**src/rtl/pcie_rx_symbol_demux_if.sv**
```systemverilog
// rtl/pcie_rx_symbol_demux_if.sv - symbol input and payload/strobe output bundle for the rx symbol demux
interface pcie_rx_symbol_demux_if;
    logic [7:0]  data_in;
    logic        k_in;
    logic        valid_in;
    logic [7:0]  data_out;
    logic        data_valid;
    logic [3:0]  sym_code;
    logic        pkt_start;
    logic        pkt_type;
    logic        pkt_end;
    logic        pkt_abort;
    logic [11:0] pkt_len;
    logic        skp_os;
    logic        fts_os;
    logic        idl_os;
    logic [2:0]  skp_count;
    logic        err;

    modport master (
        output data_in, k_in, valid_in,
        input  data_out, data_valid, sym_code, pkt_start, pkt_type, pkt_end,
               pkt_abort, pkt_len, skp_os, fts_os, idl_os, skp_count, err
    );

    modport slave (
        input  data_in, k_in, valid_in,
        output data_out, data_valid, sym_code, pkt_start, pkt_type, pkt_end,
               pkt_abort, pkt_len, skp_os, fts_os, idl_os, skp_count, err
    );
endinterface

```
**src/rtl/pcie_rx_symbol_demux.sv**
```systemverilog
// rtl/pcie_rx_symbol_demux.sv - strips PCIe framing K-codes and emits payload bytes, packet and ordered-set strobes
module pcie_rx_symbol_demux #(
    parameter int MAX_LEN = 1024
) (
    input  logic                   clk_i,
    input  logic                   reset_i,
    pcie_rx_symbol_demux_if.slave  bus
);

    localparam logic [11:0] MAX_LEN_C = MAX_LEN[11:0];

    localparam logic [3:0] C_DATA = 4'd0;
    localparam logic [3:0] C_COM  = 4'd1;
    localparam logic [3:0] C_PAD  = 4'd2;
    localparam logic [3:0] C_SKP  = 4'd3;
    localparam logic [3:0] C_STP  = 4'd4;
    localparam logic [3:0] C_SDP  = 4'd5;
    localparam logic [3:0] C_END  = 4'd6;
    localparam logic [3:0] C_EDB  = 4'd7;
    localparam logic [3:0] C_FTS  = 4'd8;
    localparam logic [3:0] C_IDL  = 4'd9;
    localparam logic [3:0] C_UNK  = 4'd15;

    typedef enum logic [2:0] {
        S_IDLE,
        S_TLP,
        S_DLLP,
        S_OS_HDR,
        S_OS_BODY
    } state_t;

    state_t      state_q;
    logic [3:0]  os_code_q;
    logic [11:0] len_q;
    logic [7:0]  data_out_q;
    logic        data_valid_q;
    logic [3:0]  sym_code_q;
    logic        pkt_start_q;
    logic        pkt_type_q;
    logic        pkt_end_q;
    logic        pkt_abort_q;
    logic [11:0] pkt_len_q;
    logic        skp_os_q;
    logic        fts_os_q;
    logic        idl_os_q;
    logic [2:0]  skp_count_q;
    logic        err_q;

    logic [3:0]  sym_c;
    state_t      idle_state_d;
    logic        idle_start;
    logic        idle_type;
    logic        idle_err;
    logic        in_pkt;
    logic        route_idle;

    // Classify the incoming symbol into the shared 4-bit symbol-code numbering
    always_comb begin
        sym_c = C_DATA;
        if (bus.k_in) begin
            case (bus.data_in)
                8'hBC:   sym_c = C_COM;
                8'hF7:   sym_c = C_PAD;
                8'h1C:   sym_c = C_SKP;
                8'hFB:   sym_c = C_STP;
                8'h5C:   sym_c = C_SDP;
                8'hFD:   sym_c = C_END;
                8'hFE:   sym_c = C_EDB;
                8'h3C:   sym_c = C_FTS;
                8'h7C:   sym_c = C_IDL;
                default: sym_c = C_UNK;
            endcase
        end
    end

    // How the symbol would be handled from IDLE; reused when a packet or ordered set is cut short
    always_comb begin
        idle_state_d = S_IDLE;
        idle_start   = 1'b0;
        idle_type    = 1'b0;
        idle_err     = 1'b0;
        case (sym_c)
            C_DATA, C_PAD: ;
            C_STP: begin
                idle_state_d = S_TLP;
                idle_start   = 1'b1;
            end
            C_SDP: begin
                idle_state_d = S_DLLP;
                idle_start   = 1'b1;
                idle_type    = 1'b1;
            end
            C_COM:   idle_state_d = S_OS_HDR;
            default: idle_err     = 1'b1;
        endcase
    end

    // Decide whether this symbol falls through to the IDLE handling in the same cycle
    always_comb begin
        in_pkt     = (state_q == S_TLP) || (state_q == S_DLLP);
        route_idle = (state_q == S_IDLE)
                   || ((state_q == S_OS_BODY) && (sym_c != os_code_q))
                   || (in_pkt && bus.k_in && (sym_c != C_END) && (sym_c != C_EDB));
    end

    // Main FSM: all outputs registered, strobes single-cycle, everything holds when valid_in is low
    always_ff @(posedge clk_i or posedge reset_i) begin
        if (reset_i) begin
            state_q      <= S_IDLE;
            os_code_q    <= C_DATA;
            len_q        <= 12'd0;
            data_out_q   <= 8'd0;
            data_valid_q <= 1'b0;
            sym_code_q   <= 4'd0;
            pkt_start_q  <= 1'b0;
            pkt_type_q   <= 1'b0;
            pkt_end_q    <= 1'b0;
            pkt_abort_q  <= 1'b0;
            pkt_len_q    <= 12'd0;
            skp_os_q     <= 1'b0;
            fts_os_q     <= 1'b0;
            idl_os_q     <= 1'b0;
            skp_count_q  <= 3'd0;
            err_q        <= 1'b0;
        end else begin
            data_valid_q <= 1'b0;
            pkt_start_q  <= 1'b0;
            pkt_end_q    <= 1'b0;
            pkt_abort_q  <= 1'b0;
            skp_os_q     <= 1'b0;
            fts_os_q     <= 1'b0;
            idl_os_q     <= 1'b0;
            err_q        <= 1'b0;
            if (bus.valid_in) begin
                sym_code_q <= sym_c;
                case (state_q)
                    S_TLP, S_DLLP: begin
                        if (!bus.k_in) begin
                            if (len_q == MAX_LEN_C) begin
                                err_q       <= 1'b1;
                                pkt_abort_q <= 1'b1;
                                pkt_len_q   <= len_q;
                                state_q     <= S_IDLE;
                            end else begin
                                data_out_q   <= bus.data_in;
                                data_valid_q <= 1'b1;
                                len_q        <= len_q + 12'd1;
                            end
                        end else if (sym_c == C_END) begin
                            if (len_q != 12'd0) begin
                                pkt_end_q   <= 1'b1;
                            end else begin
                                err_q       <= 1'b1;
                                pkt_abort_q <= 1'b1;
                            end
                            pkt_len_q <= len_q;
                            state_q   <= S_IDLE;
                        end else if (sym_c == C_EDB) begin
                            pkt_abort_q <= 1'b1;
                            pkt_len_q   <= len_q;
                            state_q     <= S_IDLE;
                        end else begin
                            // Stray K-code inside a packet: abort here, then re-handle as IDLE below
                            err_q       <= 1'b1;
                            pkt_abort_q <= 1'b1;
                            pkt_len_q   <= len_q;
                        end
                    end
                    S_OS_HDR: begin
                        os_code_q <= sym_c;
                        state_q   <= S_OS_BODY;
                        case (sym_c)
                            C_SKP: begin
                                skp_os_q    <= 1'b1;
                                skp_count_q <= 3'd1;
                            end
                            C_FTS: fts_os_q <= 1'b1;
                            C_IDL: idl_os_q <= 1'b1;
                            default: begin
                                err_q   <= 1'b1;
                                state_q <= S_IDLE;
                            end
                        endcase
                    end
                    S_OS_BODY: begin
                        if ((sym_c == os_code_q) && (sym_c == C_SKP) && (skp_count_q != 3'd7)) begin
                            skp_count_q <= skp_count_q + 3'd1;
                        end
                    end
                    default: ;
                endcase
                // IDLE-style handling; later assignments here take precedence over the case above
                if (route_idle) begin
                    state_q     <= idle_state_d;
                    pkt_start_q <= idle_start;
                    if (idle_start) begin
                        pkt_type_q <= idle_type;
                        len_q      <= 12'd0;
                        if (!in_pkt) begin
                            pkt_len_q <= 12'd0;
                        end
                    end
                    if (idle_err) begin
                        err_q <= 1'b1;
                    end
                end
            end
        end
    end

    assign bus.data_out   = data_out_q;
    assign bus.data_valid = data_valid_q;
    assign bus.sym_code   = sym_code_q;
    assign bus.pkt_start  = pkt_start_q;
    assign bus.pkt_type   = pkt_type_q;
    assign bus.pkt_end    = pkt_end_q;
    assign bus.pkt_abort  = pkt_abort_q;
    assign bus.pkt_len    = pkt_len_q;
    assign bus.skp_os     = skp_os_q;
    assign bus.fts_os     = fts_os_q;
    assign bus.idl_os     = idl_os_q;
    assign bus.skp_count  = skp_count_q;
    assign bus.err        = err_q;

endmodule

```
**src/flat_wrapper.sv**
```systemverilog
// flat-port wrapper written by rule: the top's interface ports become plain ports
module pcie_rx_symbol_demux_flat 
#(
    parameter int MAX_LEN = 1024
)
  (clk_i, reset_i, bus_data_in, bus_k_in, bus_valid_in, bus_data_out, bus_data_valid, bus_sym_code, bus_pkt_start, bus_pkt_type, bus_pkt_end, bus_pkt_abort, bus_pkt_len, bus_skp_os, bus_fts_os, bus_idl_os, bus_skp_count, bus_err);
  pcie_rx_symbol_demux_if bus_i ();
  input  logic clk_i;
  input  logic reset_i;
  input wire logic [$bits(bus_i.data_in)-1:0] bus_data_in;
  input wire logic [$bits(bus_i.k_in)-1:0] bus_k_in;
  input wire logic [$bits(bus_i.valid_in)-1:0] bus_valid_in;
  output wire logic [$bits(bus_i.data_out)-1:0] bus_data_out;
  output wire logic [$bits(bus_i.data_valid)-1:0] bus_data_valid;
  output wire logic [$bits(bus_i.sym_code)-1:0] bus_sym_code;
  output wire logic [$bits(bus_i.pkt_start)-1:0] bus_pkt_start;
  output wire logic [$bits(bus_i.pkt_type)-1:0] bus_pkt_type;
  output wire logic [$bits(bus_i.pkt_end)-1:0] bus_pkt_end;
  output wire logic [$bits(bus_i.pkt_abort)-1:0] bus_pkt_abort;
  output wire logic [$bits(bus_i.pkt_len)-1:0] bus_pkt_len;
  output wire logic [$bits(bus_i.skp_os)-1:0] bus_skp_os;
  output wire logic [$bits(bus_i.fts_os)-1:0] bus_fts_os;
  output wire logic [$bits(bus_i.idl_os)-1:0] bus_idl_os;
  output wire logic [$bits(bus_i.skp_count)-1:0] bus_skp_count;
  output wire logic [$bits(bus_i.err)-1:0] bus_err;
  assign bus_i.data_in = bus_data_in;
  assign bus_i.k_in = bus_k_in;
  assign bus_i.valid_in = bus_valid_in;
  assign bus_data_out = bus_i.data_out;
  assign bus_data_valid = bus_i.data_valid;
  assign bus_sym_code = bus_i.sym_code;
  assign bus_pkt_start = bus_i.pkt_start;
  assign bus_pkt_type = bus_i.pkt_type;
  assign bus_pkt_end = bus_i.pkt_end;
  assign bus_pkt_abort = bus_i.pkt_abort;
  assign bus_pkt_len = bus_i.pkt_len;
  assign bus_skp_os = bus_i.skp_os;
  assign bus_fts_os = bus_i.fts_os;
  assign bus_idl_os = bus_i.idl_os;
  assign bus_skp_count = bus_i.skp_count;
  assign bus_err = bus_i.err;
  pcie_rx_symbol_demux #(.MAX_LEN(MAX_LEN)) u_core (.clk_i(clk_i), .reset_i(reset_i), .bus(bus_i));
endmodule
```
**config.mk**
```make
export PLATFORM = sky130hd
export DESIGN_NAME = pcie_rx_symbol_demux_flat
export DESIGN_NICKNAME = d
export VERILOG_FILES = /design/src/rtl/pcie_rx_symbol_demux_if.sv /design/src/rtl/pcie_rx_symbol_demux.sv /design/src/flat_wrapper.sv
export SDC_FILE = /design/constraint.sdc
export NUM_CORES = 1
export LEC_CHECK = 0
export ABC_AREA = 1
export CAP_MARGIN = 20
export CORE_MARGIN = 5
export CORE_UTILIZATION = 58
export DETAILED_ROUTE_END_ITERATION = 7
export MAX_ROUTING_LAYER = met4
export PLACE_DENSITY_LB_ADDON = 0.15
export SETUP_SLACK_MARGIN = 0.1
export SLEW_MARGIN = 15
export SYNTH_ARGS = -nofsm -noshare
export SYNTH_HDL_FRONTEND = slang
export SYNTH_SLANG_ARGS = --single-unit
```
**constraint.sdc**
```tcl
create_clock -name clk_i -period 4.4 [get_ports clk_i]
set_input_delay 0.66 -clock clk_i [delete_from_list [all_inputs] [get_ports clk_i]]
set_output_delay 0.66 -clock clk_i [all_outputs]
set_load 0.01 [all_outputs]
```
==> flow_summary_export.csv <==
group,metric,value,unit
pwr,leakage,1.87,nW
final_layout,syn2layout_area_growth,20.3,%
global_route,overflow,0,
clocking,tritoncts,"built",
worst_setup_path,worstPathRequired,4.65,ns
sta,tightest_slew,0.679,ns
sta,finalMaxSlewViolations,0,
global_route,grt_pass1_wl,12100,um
synthesis,synth.net_count,442,
final_layout,layout-drive-gt1-share,0.0932,
synthesis,yosys_warnings,0,
synthesis,synth-seq-cells,55,
clocking,cts_root_buf,"clkbuf_8",
sta,setup_ws,1.60,ns
die,initial_utilization,0.604,
clocking,clock_sinks,55,
synthesis,yosys-top-cells-count,"nand2_1 (143), dfrtp_1 (55), nor2_1 (45)",
routing,dr_total_vias,2853,
pwr,seqPwrFrac,0.470,
die,dieWidth,83.4,um
clocking,clockBufferDepth,2,
clocking,cts_setup_buffers,0,
final_layout,antenna_cells,0,
pwr,internal-power,0.936,mW
synthesis,synthesis.area,3130,sq um
final_layout,final_cells,542,
clocking,cts_buffers,5,
routing,drc,0,
synthesis,synth_top_area_frac,0.440,
place,dp.final_hpwl,4990,um
worst_setup_path,cp-start-kind,"input port",
place,place_area,3660,sq um
die,row_count,26,
routing,via_per_inst,5.26,
job,maxCapViolCount,0,
final_layout,fin_area,3760,sq um
clocking,hold_buffers,0,
place,port_buffers,47,
sta,min_period,2.80,ns
sta,setup_viol,0,
pwr,comb_power_share,0.286,
final_layout,final_nets,488,
pwr,power_frac_clock,0.244,
global_route,grt_pass1_vias,2699,
sta,rsz0062_at_grt,"no",
sta,setup_tns,0,ns
clocking,clkLatencyLatePin,0.32,ns
global_route,track_usage,0.217,
worst_setup_path,path_max_fanout,12,
die,ioPinCount,48,
pwr,peakVddDrop,0.320,mV
pwr,switching_share,0.308,
place,dp_slack,1.29,ns
outcome,outcome,"finished, final reports clean",
sta,slew_headroom,0.547,
global_route,antenna_found_initial,0,
synthesis,synth_cells,426,
routing,dr.pass1.iters,7,
die,die_area,6960,sq um
synthesis,ys_seq_area_frac,0.440,
place,gp_congestion,0.895,
worst_setup_path,crit_type,"in2reg",
pwr,power.switching,0.416,mW
synthesis,synth.distinct_cells,37,
pwr,p_total,1.35,mW
final_layout,n_fill_cell,388,
synthesis,ys.flop_type,"dfrtp_1",
global_route,grt_max_degree,56,
die,die_height,83.4,um
worst_setup_path,worstPathArrival,3.05,ns
sta,clock_skew,0.0140,ns
routing,drt-total-wl,6860,um
clocking,cts_resized,0,
sta,fin_crit_sh,0.636,
synthesis,synth_edf_count,0,
routing,routedWlPerCell,12.6,um
synthesis,async_reset_ff_frac,1.00,
place,dp_cells,535,
synthesis,yosysMostFrequentCell,"nand2_1",
synthesis,avgSynthCellArea,7.34,sq um
clocking,clkSlewWorstSetupHoldPaths,0.10,ns
sta,finalHoldViolCount,0,
worst_setup_path,cp-end-kind,"flip-flop",
min_path,hold_class,"reg2reg",
pwr,power.density,360,nW/um^2
sta,max_freq,357,MHz
synthesis,yosys.area.top_type,"dfrtp_1",
synthesis,synth.area.top_cells,"dfrtp_1 (44%), nand2_1 (17%), nor2_1 (5.4%)",
clocking,htreeDepth,2,
die,core-area,5170,sq um
routing,drt.antenna.violating_nets,0,
routing,drt-initial-drc-count,192,
[metrics by stage]
stage / util / hold WS, ns
finish: 0.727 / 0.491
global route: 0.727 / 0.519
CTS: 0.727 / 0.497
detailed placement: 0.707 / 0.473
global placement: 0.707 / 0.463
floorplan: - / 0.466
[critical path, cell delays in order]
cell             delay (ns)
clkdlybuf4s50_1        0.52
nand2_2                0.09
nor2_2                 0.17
nand2_1                0.06
nor2_1                 0.14
nor2_1                 0.10
nand2_4                0.09
nand2_2                0.09
nand2_2                0.14
nand2_1                0.08
nand2_1                0.10
nand2_2                0.09
o21bai_4               0.17
nand3_4                0.13
nand3_2                0.24
nand2_1                0.11
nand2_1                0.08
[final cells by class]
| cell class | instances | area [sq um] | area share |
|---|---|---|---|
| multi-input cells | 307 | 1500 | 0.400 |
| flip-flops and latches | 55 | 1380 | 0.366 |
| repair buffers | 50 | 493 | 0.131 |
| inverters | 53 | 199 | 0.0529 |
| well taps | 70 | 87.6 | 0.0233 |
| clock buffers | 6 | 72.6 | 0.0193 |
| clock inverters | 1 | 30.0 | 0.00798 |
[metal layers]
metal	GRT usage	wire [um]	vias up
li1	-	-	1434
met1	0.267	3030	1321
met2	0.360	3330	79
met3	0.0416	388	19
met4	0.0731	112	0
met5	-	0	-
[power groups by stage]
stage          Clock [mW]  Sequential, mW  Combinational (mW)
6_report            0.331           0.636               0.387
5_1_grt             0.366           0.647               0.429
4_1_cts             0.336           0.636               0.391
3_5_place_dp            0           0.646               0.388
3_3_place_gp            0           0.642               0.379
2_1_floorplan           0           0.668               0.179
[state kept, by name (all words and copies together) (netlist names)]
name and cells:
u_core.bus.data_out 8, u_core.len_q 12, u_core.bus.fts_os 1, u_core.bus.pkt_end 1
u_core.state_q 3, u_core.bus.idl_os 1, u_core.bus.sym_code 4, u_core.os_code_q 4
u_core.bus.skp_count 3, u_core.bus.pkt_type 1, u_core.bus.data_valid 1, u_core.bus.pkt_len 12
u_core.bus.skp_os 1, u_core.bus.err 1, u_core.bus.pkt_start 1, u_core.bus.pkt_abort 1
[worst paths after layout]
path | start | end | slack [ns] | cells past startpoint
max in group asynchronous | reset_i | u_core.bus.pkt_len[10]$_DFFE_PP0P_ | 3.10 | 3
min | u_core.bus.sym_code[0]$_DFFE_PP0P_ | u_core.bus.sym_code[0]$_DFFE_PP0P_ | 0.49 | 2
min in group asynchronous | reset_i | u_core.bus.data_out[5]$_DFFE_PP0P_ | 0.85 | 3
max | bus_data_in[4] | u_core.bus.pkt_len[4]$_DFFE_PP0P_ | 1.60 | 17
max reg2reg | u_core.state_q[1]$_DFFE_PP0P_ | u_core.len_q[5]$_DFFE_PP0P_ | 2.00 | 16
min reg2reg | u_core.bus.sym_code[0]$_DFFE_PP0P_ | u_core.bus.sym_code[0]$_DFFE_PP0P_ | 0.49 | 2
[placed cells by master (no fill, tap or decap), types with 2 or more instances in the layout]
| cell | Yosys | routed |
|---|---|---|
| nor2_4 | 3 | 3 |
| nor3_1 | 12 | 12 |
| nand4_1 | 7 | 7 |
| inv_2 | 9 | 10 |
| ha_1 | 4 | 4 |
| nand3_1 | 21 | 21 |
| nor2_1 | 45 | 45 |
| clkdlybuf4s50_1 | 0 | 47 |
| xor2_1 | 7 | 7 |
| a211oi_1 | 8 | 8 |
| dfrtp_1 | 55 | 55 |
| inv_1 | 43 | 42 |
| nand2_1 | 143 | 143 |
| o21ai_0 | 18 | 18 |
| nand3_2 | 3 | 3 |
| clkbuf_8 | 0 | 5 |
| nand2_2 | 12 | 12 |
| a21oi_1 | 6 | 6 |
| nand3b_1 | 2 | 2 |
| buf_4 | 0 | 3 |
[kinds of logic (layout without fill, tap and decap cells)]
logic type,after synthesis,in the layout,share of synthesized area
AND/OR/NAND/NOR,256,256,0.364
flip-flops,55,55,0.440
XOR/XNOR,8,8,0.0224
adder cells (fa/ha/maj),4,4,0.0160
buffers and inverters,64,110,0.0792
AO/OA/AOI/OAI,39,39,0.0780
Note: power is estimated with default switching activity, not from simulation.
